**src/rtl/pulse_pacer.sv**
```systemverilog
`default_nettype none
// ============================================================================
//  Module   : pulse_pacer
//  Purpose  : Accepts bursty single-cycle event requests, counts them, and
//             replays them as single-cycle pulses spaced exactly GAP cycles
//             apart (rising edge to rising edge). The output is meant to feed
//             a fast-to-slow pulse synchronizer, which needs that minimum
//             spacing to avoid merging pulses.
//  Revision : 1.0 - initial release
// ----------------------------------------------------------------------------
//  Parameters
//    GAP       minimum cycles between pulse_out rising edges (GAP >= 2)
//    CNT_W     width of the pending-event counter
//  Ports
//    clk        in   1      sole clock, rising edge
//    rst        in   1      synchronous active-high reset, dominates inputs
//    pulse_in   in   1      event request, one event per cycle sampled high
//    clr_ovf    in   1      clears the sticky overflow flag
//    pulse_out  out  1      paced single-cycle pulse, driven from a flop
//    pending    out  CNT_W  events accepted but not yet emitted
//    overflow   out  1      sticky, set when an event was dropped
//    busy       out  1      high while a sequence is running or events wait
// ============================================================================
module pulse_pacer #(
  parameter int unsigned GAP   = 6,
  parameter int unsigned CNT_W = 4
) (
  input  logic             clk,
  input  logic             rst,
  input  logic             pulse_in,
  input  logic             clr_ovf,
  output logic             pulse_out,
  output logic [CNT_W-1:0] pending,
  output logic             overflow,
  output logic             busy
);

  // Gap counter must hold GAP-2; one spare bit keeps it safe for GAP == 2.
  localparam int unsigned GAP_W = $clog2(GAP - 1) + 1;
  localparam logic [GAP_W-1:0] GAP_LOAD = GAP_W'(GAP - 2);
  localparam logic [CNT_W-1:0] CNT_MAX  = {CNT_W{1'b1}};
  localparam logic [CNT_W-1:0] CNT_ONE  = CNT_W'(1);
  localparam logic [GAP_W-1:0] GAP_ONE  = GAP_W'(1);

  typedef enum logic [1:0] {
    S_IDLE = 2'd0,
    S_FIRE = 2'd1,
    S_WAIT = 2'd2
  } state_t;

  state_t           state_q,    state_d;
  logic [CNT_W-1:0] pending_q,  pending_d;
  logic [GAP_W-1:0] gap_cnt_q,  gap_cnt_d;
  logic             overflow_q, overflow_d;
  logic             pulse_q,    pulse_d;

  logic             take_event;  // transition into FIRE consumes one event
  logic             ovf_event;   // increment that found the counter full

  // --------------------------------------------------------------------------
  // Next-state logic for the pacing FSM and the gap counter
  // --------------------------------------------------------------------------
  always_comb begin
    state_d    = state_q;
    gap_cnt_d  = gap_cnt_q;
    take_event = 1'b0;

    unique case (state_q)
      S_IDLE: begin
        if (pending_q != '0) begin
          state_d    = S_FIRE;
          take_event = 1'b1;
        end
      end

      S_FIRE: begin
        // The FIRE cycle itself is one cycle of the gap, and the cycle where
        // the counter reads zero is another, hence the load of GAP-2.
        state_d   = S_WAIT;
        gap_cnt_d = GAP_LOAD;
      end

      S_WAIT: begin
        if (gap_cnt_q != '0) begin
          gap_cnt_d = gap_cnt_q - GAP_ONE;
        end else if (pending_q != '0) begin
          state_d    = S_FIRE;
          take_event = 1'b1;
        end else begin
          state_d = S_IDLE;
        end
      end

      default: begin
        state_d   = S_IDLE;
        gap_cnt_d = '0;
      end
    endcase
  end

  // --------------------------------------------------------------------------
  // Pending-event counter: saturating up, never below zero (take_event is
  // only raised when pending is non-zero). A simultaneous increment and
  // decrement cancel and cannot overflow.
  // --------------------------------------------------------------------------
  always_comb begin
    pending_d = pending_q;
    ovf_event = 1'b0;

    if (pulse_in && !take_event) begin
      if (pending_q == CNT_MAX) begin
        ovf_event = 1'b1;
      end else begin
        pending_d = pending_q + CNT_ONE;
      end
    end else if (!pulse_in && take_event) begin
      pending_d = pending_q - CNT_ONE;
    end
  end

  // --------------------------------------------------------------------------
  // Sticky overflow: a new drop wins over a coincident clear.
  // --------------------------------------------------------------------------
  always_comb begin
    overflow_d = ovf_event | (overflow_q & ~clr_ovf);
  end

  // The pulse gets its own flop, decoded from the next state, so the
  // synchronizer downstream sees a clean register output rather than a
  // state decode.
  always_comb begin
    pulse_d = (state_d == S_FIRE);
  end

  // --------------------------------------------------------------------------
  // State registers
  // --------------------------------------------------------------------------
  always_ff @(posedge clk) begin
    if (rst) begin
      state_q    <= S_IDLE;
      pending_q  <= '0;
      gap_cnt_q  <= '0;
      overflow_q <= 1'b0;
      pulse_q    <= 1'b0;
    end else begin
      state_q    <= state_d;
      pending_q  <= pending_d;
      gap_cnt_q  <= gap_cnt_d;
      overflow_q <= overflow_d;
      pulse_q    <= pulse_d;
    end
  end

  // --------------------------------------------------------------------------
  // Outputs
  // --------------------------------------------------------------------------
  assign pulse_out = pulse_q;
  assign pending   = pending_q;
  assign overflow  = overflow_q;
  assign busy      = (state_q != S_IDLE) || (pending_q != '0);

endmodule
`default_nettype wire
```
**config.mk**
```make
export PLATFORM = sky130hd
export DESIGN_NAME = pulse_pacer
export DESIGN_NICKNAME = d
export VERILOG_FILES = /design/src/rtl/pulse_pacer.sv
export SDC_FILE = /design/constraint.sdc
export NUM_CORES = 1
export LEC_CHECK = 0
export CORE_AREA = 2 2 39 41
export DETAILED_ROUTE_END_ITERATION = 10
export DIE_AREA = 0 0 41 43
export DONT_BUFFER_PORTS = 1
export GPL_TIMING_DRIVEN = 0
export PLACE_DENSITY = 0.73
export SLEW_MARGIN = 25
export SYNTH_ARGS = -nofsm -noshare
export SYNTH_HDL_FRONTEND = slang
export SYNTH_SLANG_ARGS = --single-unit
```
**constraint.sdc**
```tcl
create_clock -name clk -period 4.7 [get_ports clk]
set_input_delay 0.94 -clock clk [delete_from_list [all_inputs] [get_ports clk]]
set_output_delay 0.94 -clock clk [all_outputs]
set_load 0.01 [all_outputs]
```
==> results.tsv <==
stage	metric	value	unit
outcome	status	completed	
yosys	fraction of registers with async set/reset	0	
yosys	most frequent cell after synthesis	dfxtp_1	
global_routing	largest net degree at the start of global routing	11	
sta	TNS Setup	0	ns
global_routing	vias in the first global route	557	
setup_path	CP Data Arrival Time	2.86	ns
cts	hold buffers post-CTS	0	
global_routing	GRT overflow	0	
layout	multi-input logic area	489.2	µm²
cts	CTS tree	done	
sta	Min Clock Period, post-route	2.695	ns
setup_path	Critical-path top delay cell	dfxtp_1	
sta	Final Hold Viols	0	
sta	Slew @ Worst Pin	0.4610	ns
cts	CTS sink cnt	12	
cts	htree depth	1	
floorplanning	Die H	43	µm
power	worst vdd ir	0.3230	mV
cts	CTS resizes	0	
yosys	Mapped Cells	83	
yosys	Main synth FF type	dfxtp_1	
cts	TritonCTS Buffers	3	
worst_hold_path	Hold Crit Class	flop to flop	
placed_design	dpl ws	2.015	ns
cts	Worst-Skew Late Latency	0.27	ns
floorplanning	Starting Density	0.5488	
layout	P&R area growth vs syn	7.414	%
setup_path	kind of critical path	flop to flop	
setup_path	cell mode on critical path	ha_1	
power	Leak	0.3379	nW
setup_path	CP peak stage delay	0.41	ns
route	WL per Instance	13.37	µm
yosys	Synth area leader	dfxtp_1	
setup_path	crit-path max FO	8	
sta	Highest Clock Rate	371.1	MHz
route	DRC viols	0	
route	Avg Vias per Cell	5.874	
floorplanning	ports placed on the boundary	11	
setup_path	CP Capture Type	flop	
layout	share of cells above drive strength 1	0.09195	
route	vias post-DR	605	
placed_design	routability cong.	0.6433	
floorplanning	die area	0.001763	mm²
sta	fin crit share	0.5734	
yosys	synthesized cell area	759.5	µm²
floorplanning	Cell Rows	14	
global_routing	initial antenna violation count	0	
yosys	Synth top cells by count	dfxtp_1, nor2_1, ha_1, inv_1, nor2b_1	
route	DR iter-0 viols	8	
yosys	Yosys reg bits	12	
layout	Filler cells	139	
yosys	synthesized area per cell	9.150	µm²
sta	max_slew headroom	0.6927	
yosys	Yosys top cell area share	0.3163	
setup_path	Cell Chain, Critical Path	inv_1 -> ha_1 -> and4bb_2 -> o21ai_4 -> nand2_1 -> ha_1 -> nand3_1 -> and3_1 -> mux2i_1 -> mux2_2	
floorplanning	core area	0.001384	mm²
setup_path	startpoint types	flop	
global_routing	global-route wire length before repair	2373	µm
setup_path	Required @ worst endpoint	4.86	ns
layout	final instance area	815.8	µm²
placed_design	port bufs	0	
sta	Final setup viols	0	
flow_run	MaxCap Viol Count	0	
yosys	synthesized net count	95	
floorplanning	Die W	41	µm
global_routing	gr usage total	0.2008	
placed_design	DP HPWL	1056	µm
route	drt first pass iters	3	
cts	Setup Buffers After CTS	0	
power	Tot Pwr	519.8	µW
yosys	synth warn	0	
yosys	proportion of synthesized chip area in sequential cells	0.3163	
power	Pwr Density	637.2	mW/mm²
route	antenna viol nets, final	0	
yosys	Post-synth EDFFs	0	
sta	post-route clock skew	0.004793	ns
cts	Clock Path Buffers	2	
sta	RSZ-0062 raised after global routing	false	
layout	Reg area	240.2	µm²
layout	nets	100	
yosys	Yosys cell types	32	
sta	Pins Over Slew Limit	0	
cts	Clock transition at path regs	0.08	ns
sta	setup ws final	2.005	ns
placed_design	post-place instance area	779.5	µm²
cts	CTS Root Cell	clkbuf_4	
yosys	synth top area cells	dfxtp_1, ha_1, mux2i_1	
layout	ant diodes	0	
route	DRT Wirelength	1377	µm
[kinds of logic (layout without fill, tap and decap cells)]
group / count (synthesis) / after routing / share of synthesized area
AOI/OAI and AO/OA: 14 / 14 / 0.1433
buffers and inverters: 8 / 12 / 0.03954
DFF: 12 / 12 / 0.3163
adders and majority gates: 8 / 8 / 0.1417
xor gates and xnor gates: 1 / 1 / 0.01153
and+or+nand+nor: 32 / 32 / 0.2372
muxes: 8 / 8 / 0.1104
[critical path, delay by kind of cell (launching register included)]
| kind | cells | cell delay [ns] |
|---|---|---|
| flip-flops | 1 | 0.41 |
| adder cells (fa/ha/maj) | 2 | 0.65 |
| AND/OR/NAND/NOR | 4 | 0.73 |
| AO/OA/AOI/OAI | 1 | 0.18 |
| multiplexers | 2 | 0.50 |
| buffers and inverters | 1 | 0.11 |
[where the power goes]
group	total [mW]	leakage (nW)	internal (mW)	switching (mW)
clock network	0.0819	0.0210	0.0471	0.0348
logic	0.259	0.219	0.124	0.134
registers	0.179	0.0983	0.131	0.0482
total	0.520	0.338	0.302	0.218
[worst paths after layout]
check,startpoint,to,slack (ns),depth (start not counted)
min reg2reg,gap_cnt_q[2],gap_cnt_q[2],0.53,2
min,gap_cnt_q[2],gap_cnt_q[2],0.53,2
max,state_q[0],pending[3],2.01,10
max reg2reg,state_q[0],pending[3],2.01,10
[layer usage]
| metal | wire length (µm) | track usage | share of wire |
|---|---|---|---|
| met5 | 0 | 0 | 0 |
| met4 | 26 | 0.1200 | 0.019 |
| met3 | 51 | 0.06283 | 0.037 |
| met2 | 671 | 0.3156 | 0.49 |
| met1 | 628 | 0.2222 | 0.46 |
[flip-flops by register name (all words and copies together), names as in the netlist]
name / cells
pulse_out: 1
gap_cnt_q: 4
overflow: 1
pending: 4
state_q: 2
[cell usage in the layout, fill, tap and decap left out, drive strengths merged, types with 2 or more instances in the layout]
cell type	n
a211oi	2
a21oi	2
clkbuf	5
dfxtp	12
ha	7
inv	7
mux2	3
mux2i	5
nand2	4
nand2b	2
nand3	2
nor2	9
nor2b	6
nor3	2
o211ai	2
o21ai	3
[cell type report]
class / count / share of cell area
Multi-Input combinational cell: 63 / 0.5997
Tap cell: 16 / 0.02454
Clock buffer: 4 / 0.04448
Inverter: 7 / 0.03221
Sequential cell: 12 / 0.2945
Buffer: 1 / 0.004601
[through the flow]
| step | hold slack, ns | std cells | utilization |
|---|---|---|---|
| 2_1_floorplan | 0.4838 | 83 | - |
| 3_3_place_gp | 0.5077 | 99 | 0.5633 |
| 3_5_place_dp | 0.5200 | 99 | 0.5633 |
| 4_1_cts | 0.5312 | 103 | 0.5895 |
| 5_1_grt | 0.5711 | 103 | 0.5895 |
| 6_report | 0.5292 | 103 | 0.5895 |
Power figures use the tool's default switching activity.
